[src/rtl/fetch_seq.sv]
// fetch_seq: instruction-fetch sequencer between the PC register, instruction memory and decode.
// Define FETCH_STALL_CNT_EN to add a saturating 16-bit count of ungranted fetch cycles on stall_cnt.
module fetch_seq #(
    parameter int PC_W    = 10,
    parameter int INSTR_W = 32
) (
    input  logic               clk,
    input  logic               rst,
    input  logic [PC_W-1:0]    Iaddr,
    output logic [PC_W-1:0]    Next_PC,
    output logic               imem_req,
    input  logic               imem_gnt,
    input  logic [INSTR_W-1:0] imem_rdata,
    output logic [INSTR_W-1:0] instr,
    output logic               instr_valid,
    input  logic               instr_ready,
    input  logic               redirect,
    input  logic [PC_W-1:0]    redirect_pc,
    input  logic               halt,
    output logic               halted
`ifdef FETCH_STALL_CNT_EN
    ,
    output logic [15:0]        stall_cnt
`endif
);
    typedef enum logic [1:0] {IDLE, FETCH, HOLD, HALT} state_t;

    state_t               state_q, state_d;
    logic [PC_W-1:0]      pc_q, pc_d;
    logic [INSTR_W-1:0]   instr_q, instr_d;
    logic                 hp_q, hp_d;

    always_comb begin
        state_d = state_q;
        pc_d    = pc_q;
        instr_d = instr_q;
        hp_d    = hp_q;
        if (state_q != HALT && redirect) begin
            state_d = FETCH;
            pc_d    = redirect_pc;
            hp_d    = 1'b0;
        end else begin
            case (state_q)
                IDLE:  state_d = halt ? HALT : FETCH;
                FETCH: begin
                    if (halt) begin
                        state_d = HALT;
                    end else if (imem_gnt) begin
                        instr_d = imem_rdata;
                        pc_d    = Iaddr + 1'b1;
                        state_d = HOLD;
                    end
                end
                HOLD: begin
                    // a halt seen while holding waits until decode has taken the word
                    hp_d = hp_q | halt;
                    if (instr_ready) state_d = (hp_q | halt) ? HALT : FETCH;
                end
                default: ;
            endcase
        end
    end

    always_ff @(posedge clk or negedge rst) begin
        if (!rst) begin
            state_q <= IDLE;
            pc_q    <= '0;
            instr_q <= '0;
            hp_q    <= 1'b0;
        end else begin
            state_q <= state_d;
            pc_q    <= pc_d;
            instr_q <= instr_d;
            hp_q    <= hp_d;
        end
    end

    assign Next_PC     = pc_q;
    assign instr       = instr_q;
    assign imem_req    = state_q == FETCH;
    assign instr_valid = state_q == HOLD;
    assign halted      = state_q == HALT;

`ifdef FETCH_STALL_CNT_EN
    logic [15:0] cnt_q, cnt_d;

    always_comb begin
        cnt_d = (state_q == FETCH && !imem_gnt && !redirect && cnt_q != 16'hFFFF) ? cnt_q + 16'd1 : cnt_q;
    end

    always_ff @(posedge clk or negedge rst) begin
        if (!rst) cnt_q <= '0;
        else      cnt_q <= cnt_d;
    end

    assign stall_cnt = cnt_q;
`endif
endmodule

[config.mk]
export PLATFORM = sky130hd
export DESIGN_NAME = fetch_seq
export DESIGN_NICKNAME = d
export VERILOG_FILES = /design/src/rtl/fetch_seq.sv
export SDC_FILE = /design/constraint.sdc
export NUM_CORES = 1
export LEC_CHECK = 0
export BUFFER_PORTS_ARGS = -buffer_cell sky130_fd_sc_hd__buf_2
export CAP_MARGIN = 0
export CORE_UTILIZATION = 45
export DETAILED_ROUTE_END_ITERATION = 10
export GPL_ROUTABILITY_DRIVEN = 0
export PLACE_DENSITY_LB_ADDON = 0.08
export SLEW_MARGIN = 20
export SYNTH_ARGS = -nofsm -noshare
export SYNTH_HDL_FRONTEND = slang
export SYNTH_SLANG_ARGS = --single-unit
[constraint.sdc]
create_clock -name clk -period 2.05 [get_ports clk]
set_input_delay 0.205 -clock clk [delete_from_list [all_inputs] [get_ports clk]]
set_output_delay 0.205 -clock clk [all_outputs]
set_load 0.05 [all_outputs]
==> results.md, run 1 <==
- Post-DRT Antenna Nets: 0
- Worst hold start: imem_rdata[22]
- Unrepaired setup endpoints after global routing: false
- DRT iter0 DRCs: 103
- P per Cell Area: 1830 nW/um^2
- Max transition margin: 0.506
- N_diodes: 0
- CTS root buf: clkbuf_8
- DRC viols: 0
- Vias: 1840
- Routed wire per std cell: 11.8 microns
- Synth top cells by count: nand2_1 (106), dfrtp_1 (45), nor2_1 (8), o21ai_0 (8), xnor2_1 (7)
- CTS tree: yes
- Final Cycle Share: 0.885
- Reg area: 1130 sq um
- Estimated wirelength of the detail-placed design: 3280 microns
- Setup violators final: 0
- Post-Syn Instances: 230
- Die Width: 69.8 microns
- Critical R2R Launch: state_q[1]
- Lkg Pwr: 1.55 nW
- Top_reg_cell synth: dfrtp_1
- First-pass GRT wire length: 7820 microns
- Layout area overhead: 33.0%
- Slew @ Worst Pin: 741 ps
- Post_cts resized: 0
- Layout net count: 396
- Yosys cell types: 33
- DRT Wirelength: 4560 microns
- Setup TNS: 0 ps
- Clock transition at path regs: 90 ps
- Largest cells by area after synthesis: dfrtp_1 (54%), nand2_1 (19%), xnor2_1 (3.0%)
- Later-pin clock latency in the skew report: 300 ps
- Slew Viols, Final: 0
- Async set-reset flop share out of synthesis: 1.00
- Synth Warn #: 0
- Largest net degree at the start of global routing: 37
- Syn nets: 292
- Crit Path Max Fanout: 36
- Highest metal used: met4
- Met2 wire length: 2130 microns
- Syn Area/Cell: 9.00 sq um
- Most common cell in the netlist: nand2_1
- Worst setup EP type: register
- Total CTS buffers: 5
- Max-cap violations: 0
- Crit path DAT: 2030 ps
- Core area: 4380 sq um
- FP Rows: 24
- Sequential share of the synthesized area: 0.544
- Utilization after layout: 0.628
- Io pins: 103
- Hold/Removal Path Class: input pin to register
- Share of the synthesized area in the top cell type: 0.544
- Antenna violations before repair: 0
- PortBufs: 102
- Number of synthesized register bits: 45
- All-Layer GR Usage: 0.203
- Max Root-Sink Buffers: 2
- H-tree levels: 2
- Crit. Startpoint: state_q[1]
- M1 wire length: 2090 microns
- Clock sink count: 45
- Final Hold Fails: 0
- Mapped cell area: 2070 sq um
- Area of the multi-input gates: 862 sq um
- Metal3 WL: 278 microns
- Share of cells above drive strength 1: 0.355
- Die ar.: 4870 sq um
- Initial core utilization: 0.472
- Drt pass-1 iters: 6
- Number of flops mapped to enable cells by yosys: 0
- Startpoint Class: register
- WHS: 87.4 ps
- CP Class: register to register
- # fillers: 410
- Status: finished, final reports clean
- CP required: 2260 ps
- Vias per cell: 4.75
- Fmax: 551 MHz
- Yosys top cell by area: dfrtp_1
- Die outline height: 69.8 microns
- GRT Residual Overflow: 0
- Final min period: 1810 ps
- Clock skew: 6.78 ps
- Peak VDD IR: 0.966 mV
- Vias in the first global route: 1709
==> layout by cell type (no fill, tap or decap), types with 2 or more instances in the layout <==
cell | netlist | layout
nand2_1 | 106 | 106
buf_2 | 5 | 102
dfrtp_1 | 45 | 45
o21ai_0 | 8 | 8
nor2_1 | 8 | 8
xnor2_1 | 7 | 7
inv_1 | 5 | 5
clkbuf_8 | 0 | 5
a21oi_1 | 4 | 4
ha_1 | 4 | 4
nor3_1 | 3 | 3
o21ai_1 | 3 | 3
nand3_1 | 3 | 3
a22oi_1 | 3 | 3
buf_4 | 0 | 3
nor2b_1 | 2 | 2
nand2b_1 | 2 | 2
o21a_1 | 2 | 2
o211ai_1 | 2 | 2
bufinv_16 | 0 | 2
==> registers in the layout (all words and copies together), names as in the netlist <==
| register | cells |
|---|---|
| hp_q | 1 |
| Next_PC | 10 |
| instr | 32 |
| state_q | 2 |
==> final cells by class <==
class | instances | share of cell area
multi-input combinational | 171 | 0.313
clock inverter | 3 | 0.0250
clock buffer | 5 | 0.0250
sequential | 45 | 0.409
inverter | 5 | 0.00682
timing repair buffer | 106 | 0.197
tap | 52 | 0.0236
==> worst max-delay path: stages, from the launching register on <==
cell and delay [ps]:
dfrtp_1 430, inv_1 70, ha_1 300, and3b_1 380
nand2_4 280, o21ai_0 260
==> worst paths after layout <==
kind / depth (start not counted) / endpoint / slack [ps]
worst max register to register: 5 / Next_PC[8] / 240
worst max-delay path: 5 / Next_PC[8] / 240
worst min register to register: 2 / instr[7] / 470
worst min-delay path: 3 / instr[22] / 90
max in group asynchronous: 3 / instr[0] / 880
min in group asynchronous: 2 / hp_q / 510
==> routing by layer <==
metal,track usage,vias up
met3,0.0523,6
met4,0.0600,0
met1,0.262,827
met5,0,-
li1,-,944
met2,0.337,63
==> per-stage QoR <==
stage	worst slack, ps	total power [W]	area [sq um]	instances
2_1_floorplan	212	0.00363	2070	230
3_3_place_gp	288	0.00424	2610	378
3_5_place_dp	245	0.00427	2610	378
4_1_cts	200	0.00509	2750	387
5_1_grt	79.2	0.00532	2750	387
6_report	235	0.00504	2750	387
==> power by group <==
| group | internal (W) | switching [W] |
|---|---|---|
| combinational | 0.000622 | 0.00210 |
| clock | 0.000491 | 0.000313 |
| sequential | 0.00130 | 0.000209 |
==> what timing repair did <==
action / CTS / global route
hold buffers: 1 / 0
buffers inserted: 0 / 0
hold endpoints to repair: 32 / 0
==> cells by family (layout without fill, tap and decap cells) <==
logic type               count (synthesis)  count (layout)  synth area share
AO/OA/AOI/OAI                           26              26            0.0774
XOR/XNOR                                 7               7            0.0296
adder cells (fa/ha/maj)                  4               4            0.0242
buffers and inverters                   14             119            0.0393
flip-flops                              45              45             0.544
AND/OR/NAND/NOR                        134             134             0.285
Power figures use the tool's default switching activity.
==> run 2, diff against run 1 <==
--- a/config.mk
+++ b/config.mk
@@ -5,10 +5,10 @@
 export SDC_FILE = /design/constraint.sdc
 export NUM_CORES = 1
 export LEC_CHECK = 0
-export BUFFER_PORTS_ARGS = -buffer_cell sky130_fd_sc_hd__buf_2
 export CAP_MARGIN = 0
-export CORE_UTILIZATION = 45
+export CORE_UTILIZATION = 50
 export DETAILED_ROUTE_END_ITERATION = 10
+export DONT_BUFFER_PORTS = 1
 export GPL_ROUTABILITY_DRIVEN = 0
 export PLACE_DENSITY_LB_ADDON = 0.08
 export SLEW_MARGIN = 20
==> results.md, run 2 (synthesized netlist as in run 1, its figures left out) <==
- Status: finished, final reports clean
- CTS tree: yes
- Max-cap violations: 0 (unchanged)
- Setup violators final: 0 (unchanged)
- Crit path DAT: 1950 ps (-80 ps)
- Crit-path cells: ha_1, buf_4, nand2b_2, nand2_4, o21ai_0
- Layout net count: 298 (-25%)
- Worst setup EP type: register
- # Post-CTS Setup Buffers: 0 (unchanged)
- Total CTS buffers: 5 (unchanged)
- P per Cell Area: 1990 nW/um^2 (+8.8%)
- First-pass GRT wire length: 6900 microns (-12%)
- DRT iter0 DRCs: 75 (-27%)
- Die outline height: 66.3 microns (-5.0%)
- Peak VDD IR: 0.941 mV (-2.6%)
- Logic pwr share: 0.196 (-0.345)
- Antenna violations before repair: 0 (unchanged)
- Share of cells above drive strength 1: 0.0844 (-0.271)
- Slowest-stage cell, CP: dfrtp_1
- FP Rows: 23 (-4.2%)
- Initial core utilization: 0.517 (+0.0453)
- Final Cycle Share: 0.869 (-0.0159)
- GRT Residual Overflow: 0 (unchanged)
- Worst path bufs/invs: 1 (unchanged)
- Flop pwr share: 0.659 (+0.360)
- Post-DRT Antenna Nets: 0 (unchanged)
- Setup TNS: 0 ps (unchanged)
- Estimated wirelength of the detail-placed design: 3270 microns (-0.39%)
- Switching part of the total: 0.562 (+0.0405)
- Routed wire per std cell: 15.7 microns (+33%)
- Vias: 1589 (-14%)
- Later-pin clock latency in the skew report: 290 ps (about the same)
- Lkg Pwr: 1.14 nW (-26%)
- Switching power: 0.00254 W (-3.2%)
- Placed Area: 2110 sq um (-19%)
- Commonest non-fill, non-tap cell in the layout: nand2_1
- Layout area overhead: 9.85%
- Top delay family on crit path: simple AND/OR/NAND/NOR gates
- Final Cell Area: 2270 sq um (-17%)
- Die ar.: 4400 sq um (-9.7%)
- DRT Wirelength: 4510 microns (-1.1%)
- Utilization after layout: 0.568 (-0.0595)
- N_diodes: 0 (unchanged)
- Clock transition at path regs: 80 ps (about the same)
- Slew Viols, Final: 0 (unchanged)
- All-Layer GR Usage: 0.216 (+0.0131)
- Hold/Removal Path Class: input pin to register
- Die Width: 66.3 microns (-5.0%)
- Largest net degree at the start of global routing: 46 (+24%)
- Max reg flops: 32 (unchanged)
- Max transition margin: 0.528 (+0.0214)
- Startpoint Class: register
- Max Root-Sink Buffers: 2 (unchanged)
- Clock skew: 8.59 ps (+1.81 ps)
- H-tree levels: 2 (unchanged)
- Final min period: 1780 ps (-32.7 ps)
- Io pins: 103 (unchanged)
- Core area: 4000 sq um (-8.8%)
- Fmax: 561 MHz (+1.8%)
- Crit Path Max Fanout: 36 (unchanged)
- Vias per cell: 5.54 (+16%)
- Final Hold Fails: 0 (unchanged)
- Most frequent cells in the layout: nand2_1 (106), dfrtp_1 (45), o21ai_0 (8), nor2_1 (8), xnor2_1 (7)
- Drt pass-1 iters: 6 (unchanged)
- CP Class: register to register
- Clock sink count: 45 (unchanged)
- PortBufs: 0 (-100%)
- Clock power share: 0.145 (-0.015)
- Cell internal pwr: 0.00198 W (-18%)
- Slew @ Worst Pin: 707 ps (-33.7 ps)
- Vias in the first global route: 1554 (-9.1%)
- CTS root buf: clkbuf_8
- DRC viols: 0 (unchanged)
- CP required: 2220 ps (-40 ps)
- Slowest cell delay on critical path: 410 ps (-20 ps)
- Unrepaired setup endpoints after global routing: false
[run 2: cell count changes in the layout (fill, tap and decap cells not counted), sizes merged]
cell	change
clkinv	+1
buf	-99
dlygate4sd3	+1
clkbuf	+1
inv	-1
bufinv	-1
[run 2: stage by stage]
step / worst slack, ps / hold slack (ps) / instances / total power [W]
floorplan: 212 / -90.6 / 230 / 0.00363
global placement: 99.5 / -89.8 / 276 / 0.00380
detailed placement: -147 / -89.7 / 276 / 0.00387
CTS: 119 / 2.48 / 286 / 0.00456
global route: 135 / 1.28 / 287 / 0.00476
finish: 268 / 12.0 / 287 / 0.00452
[run 2: path summary, 6_finish.rpt]
kind,start,to,slack (ps),cells after the start
max,state_q[0],Next_PC[8],270,5
min,imem_rdata[3],instr[3],10,2
max reg2reg,state_q[0],Next_PC[8],270,5
min reg2reg,hp_q,hp_q,510,2
max in group asynchronous,rst,state_q[1],1390,2
min in group asynchronous,rst,instr[14],430,2
[run 2: repair_timing]
action,in CTS,in global routing
endpoints found under the hold margin,45,1
endpoints found under the setup margin,32,15
resized for setup,1,1
hold buffers,2,1
[run 2: per-layer routing]
layer  part of all wire  vias up  global-route usage  wire [microns]
li1                   -      749                   -               -
met1               0.38      765               0.223            1720
met2               0.52       73               0.388            2350
met3              0.094        2              0.0983             424
met4             0.0051        0              0.0638              23
met5                  0        -                   0               0
[run 2: power groups by stage]
| stage | combinational [W] | clock, W | sequential (W) |
|---|---|---|---|
| floorplan | 0.000716 | 0 | 0.00291 |
| global placement | 0.000809 | 0 | 0.00299 |
| detailed placement | 0.000868 | 0 | 0.00300 |
| CTS | 0.000899 | 0.000673 | 0.00298 |
| global route | 0.00101 | 0.000709 | 0.00303 |
| finish | 0.000887 | 0.000656 | 0.00298 |
[run 2: layout make-up]
cell class	instances	area, sq um
flip-flops and latches	45	1130
clock inverters	2	38.8
inverters	5	18.8
multi-input cells	171	870
well taps	50	62.6
repair buffers	8	85.1
fillers	388	1730
clock buffers	6	72.6
==> run 3, diff against run 2 <==
--- a/config.mk
+++ b/config.mk
@@ -11,6 +11,7 @@
 export DONT_BUFFER_PORTS = 1
 export GPL_ROUTABILITY_DRIVEN = 0
 export PLACE_DENSITY_LB_ADDON = 0.08
+export SKIP_LAST_GASP = 1
 export SLEW_MARGIN = 20
 export SYNTH_ARGS = -nofsm -noshare
 export SYNTH_HDL_FRONTEND = slang
==> constraint.sdc (replaced) <==
create_clock -name clk -period 2.25 [get_ports clk]
set_input_delay 0.225 -clock clk [delete_from_list [all_inputs] [get_ports clk]]
set_output_delay 0.225 -clock clk [all_outputs]
set_load 0.05 [all_outputs]
==> results.md, run 3 (synthesized netlist as in run 1, its figures left out) <==
- Status: finished, final reports clean
- Final min period: 1770 ps (-15.1 ps)
- Setup violators final: 0 (unchanged)
- All-Layer GR Usage: 0.214 (-0.00195)
- Switching part of the total: 0.563 (+0.00117)
- Slowest cell delay on critical path: 420 ps (about the same)
- Die outline height: 66.3 microns (unchanged)
- Drt pass-1 iters: 6 (unchanged)
- Slew Viols, Final: 0 (unchanged)
- Max-cap violations: 0 (unchanged)
- Max Root-Sink Buffers: 2 (unchanged)
- Max transition margin: 0.579 (+0.0515)
- Placed Area: 2100 sq um (-0.36%)
- Setup TNS: 0 ps (unchanged)
- DRT iter0 DRCs: 99 (+32%)
- Commonest non-fill, non-tap cell in the layout: nand2_1
- Die Width: 66.3 microns (unchanged)
- Max reg flops: 32 (unchanged)
- Post-DRT Antenna Nets: 0 (unchanged)
- Switching power: 0.00230 W (-9.5%)
- CTS root buf: clkbuf_8
- Later-pin clock latency in the skew report: 290 ps (about the same)
- Hold/Removal Path Class: input pin to register
- Lkg Pwr: 1.13 nW (-0.90%)
- Layout net count: 296 (-0.67%)
- PortBufs: 0 (unchanged)
- Vias per cell: 5.48 (-1.1%)
- Critical R2R Launch: state_q[1]
- Place WS: 497 ps (+644 ps)
- Hold depth: 2 (unchanged)
- R2r setup slk: 480 ps (+220 ps)
- Clock power share: 0.141 (-0.004)
- Crit-path cells: inv_1, ha_1, buf_4, nand3b_4, nor2_2, buf_4, nand2_1, nand2_1
- CTS tree: yes
- Vias in the first global route: 1581 (+1.7%)
- CP Class: register to register
- Unrepaired setup endpoints after global routing: false
- Largest net degree at the start of global routing: 46 (unchanged)
- Peak VDD IR: 0.757 mV (-20%)
- Logic pwr share: 0.195 (about the same)
- Cell internal pwr: 0.00179 W (-9.9%)
- Clock skew: 8.07 ps (-0.524 ps)
- Slew @ Worst Pin: 631 ps (-75.6 ps)
- Crit Path Max Fanout: 32 (-11%)
- Io pins: 103 (unchanged)
- Worst hold start: imem_rdata[8]
- Die ar.: 4400 sq um (unchanged)
- Startpoint Class: register
- Fin worst setup slack: 483 ps (+215 ps)
- Total CTS buffers: 5 (unchanged)
- CP required: 2480 ps (+260 ps)
- Clock sink count: 45 (unchanged)
- Final Power: 0.00409 W (-9.7%)
- Vias: 1555 (-2.1%)
- Slowest-stage cell, CP: dfrtp_1
- WHS Endpoint: instr[8]
- Post_cts resized: 0 (-1)
- Estimated wirelength of the detail-placed design: 3300 microns (+0.87%)
- DRT Wirelength: 4520 microns (+0.13%)
- Crit. Startpoint: state_q[1]
- Core area: 4000 sq um (unchanged)
- Final Cycle Share: 0.785 (-0.0840)
- Crit path DAT: 2000 ps (+50 ps)
- N_diodes: 0 (unchanged)
- Routed wire per std cell: 15.9 microns (+1.2%)
- Worst setup EP type: register
- DRC viols: 0 (unchanged)
- P per Cell Area: 1820 nW/um^2 (-8.4%)
- Initial core utilization: 0.517 (unchanged)
- Layout area overhead: 8.28%
- Flop pwr share: 0.664 (+0.005)
- Antenna violations before repair: 0 (unchanged)
- Fmax: 566 MHz (+0.85%)
- Clock transition at path regs: 80 ps (about the same)
- GRT Residual Overflow: 0 (unchanged)
- Reg2Reg Capture Point: instr[23]
- First-pass GRT wire length: 6930 microns (+0.49%)
- Most frequent cells in the layout: nand2_1 (106), dfrtp_1 (45), o21ai_0 (8), nor2_1 (8), xnor2_1 (7)
- Share of cells above drive strength 1: 0.0769 (-0.00747)
- FF-to-FF path depth: 8 (+3)
- Final Cell Area: 2240 sq um (-1.4%)
- Final Hold Fails: 0 (unchanged)
- FP Rows: 23 (unchanged)
- H-tree levels: 2 (unchanged)
## run 3: power by group through the flow
stage	logic [W]	clock network, W	registers, W
floorplan	0.000652	0	0.00266
global placement	0.000727	0	0.00272
detailed placement	0.000782	0	0.00274
CTS	0.000810	0.000593	0.00272
global route	0.000914	0.000630	0.00277
finish	0.000796	0.000575	0.00271
## run 3: worst max path at each step
stage / to / cells after the start
6_report: instr[23] / 8
5_1_grt: instr[14] / 8
4_1_cts: instr[23] / 8
3_5_place_dp: instr[23] / 8
3_3_place_gp: state_q[1] / 6
2_1_floorplan: instr[0] / 8
## run 3: repair_timing
item | 4_1_cts | 5_1_grt
buffers inserted | 0 | 0
hold endpoints to repair | 45 | 0
hold buffers | 2 | 0
## run 3: metal layers
layer,GRT usage,vias up,routed length [microns],share of wire
met5,0,-,0,0
met4,0.0824,0,66,0.015
met3,0.109,6,446,0.099
met2,0.365,73,2230,0.49
met1,0.223,736,1780,0.39
li1,-,740,-,-
## run 3: layout make-up
class | count | area (sq um)
Clock buffer | 5 | 68.8
Clock inverter | 2 | 35.0
Fill cell | 367 | 1760
Inverter | 5 | 18.8
Multi-Input combinational cell | 171 | 862
Sequential cell | 45 | 1130
Tap cell | 50 | 62.6
Timing Repair Buffer | 6 | 67.6
## run 3: worst max-delay path, delay by kind of cell, from the launching register on
kind | cells | cell delay, ps
buffers and inverters | 3 | 640
AND/OR/NAND/NOR | 4 | 450
flip-flops | 1 | 420
adder cells (fa/ha/maj) | 1 | 200
## run 3: metrics by stage
| step | utilization | hold slack (ps) | cells |
|---|---|---|---|
| 5_1_grt | 0.560 | 17.3 | 284 |
| 2_1_floorplan | - | -70.6 | 230 |
| 3_5_place_dp | 0.525 | -69.7 | 275 |
| 6_report | 0.560 | 37.0 | 284 |
| 4_1_cts | 0.560 | 27.5 | 284 |
| 3_3_place_gp | 0.525 | -69.8 | 275 |
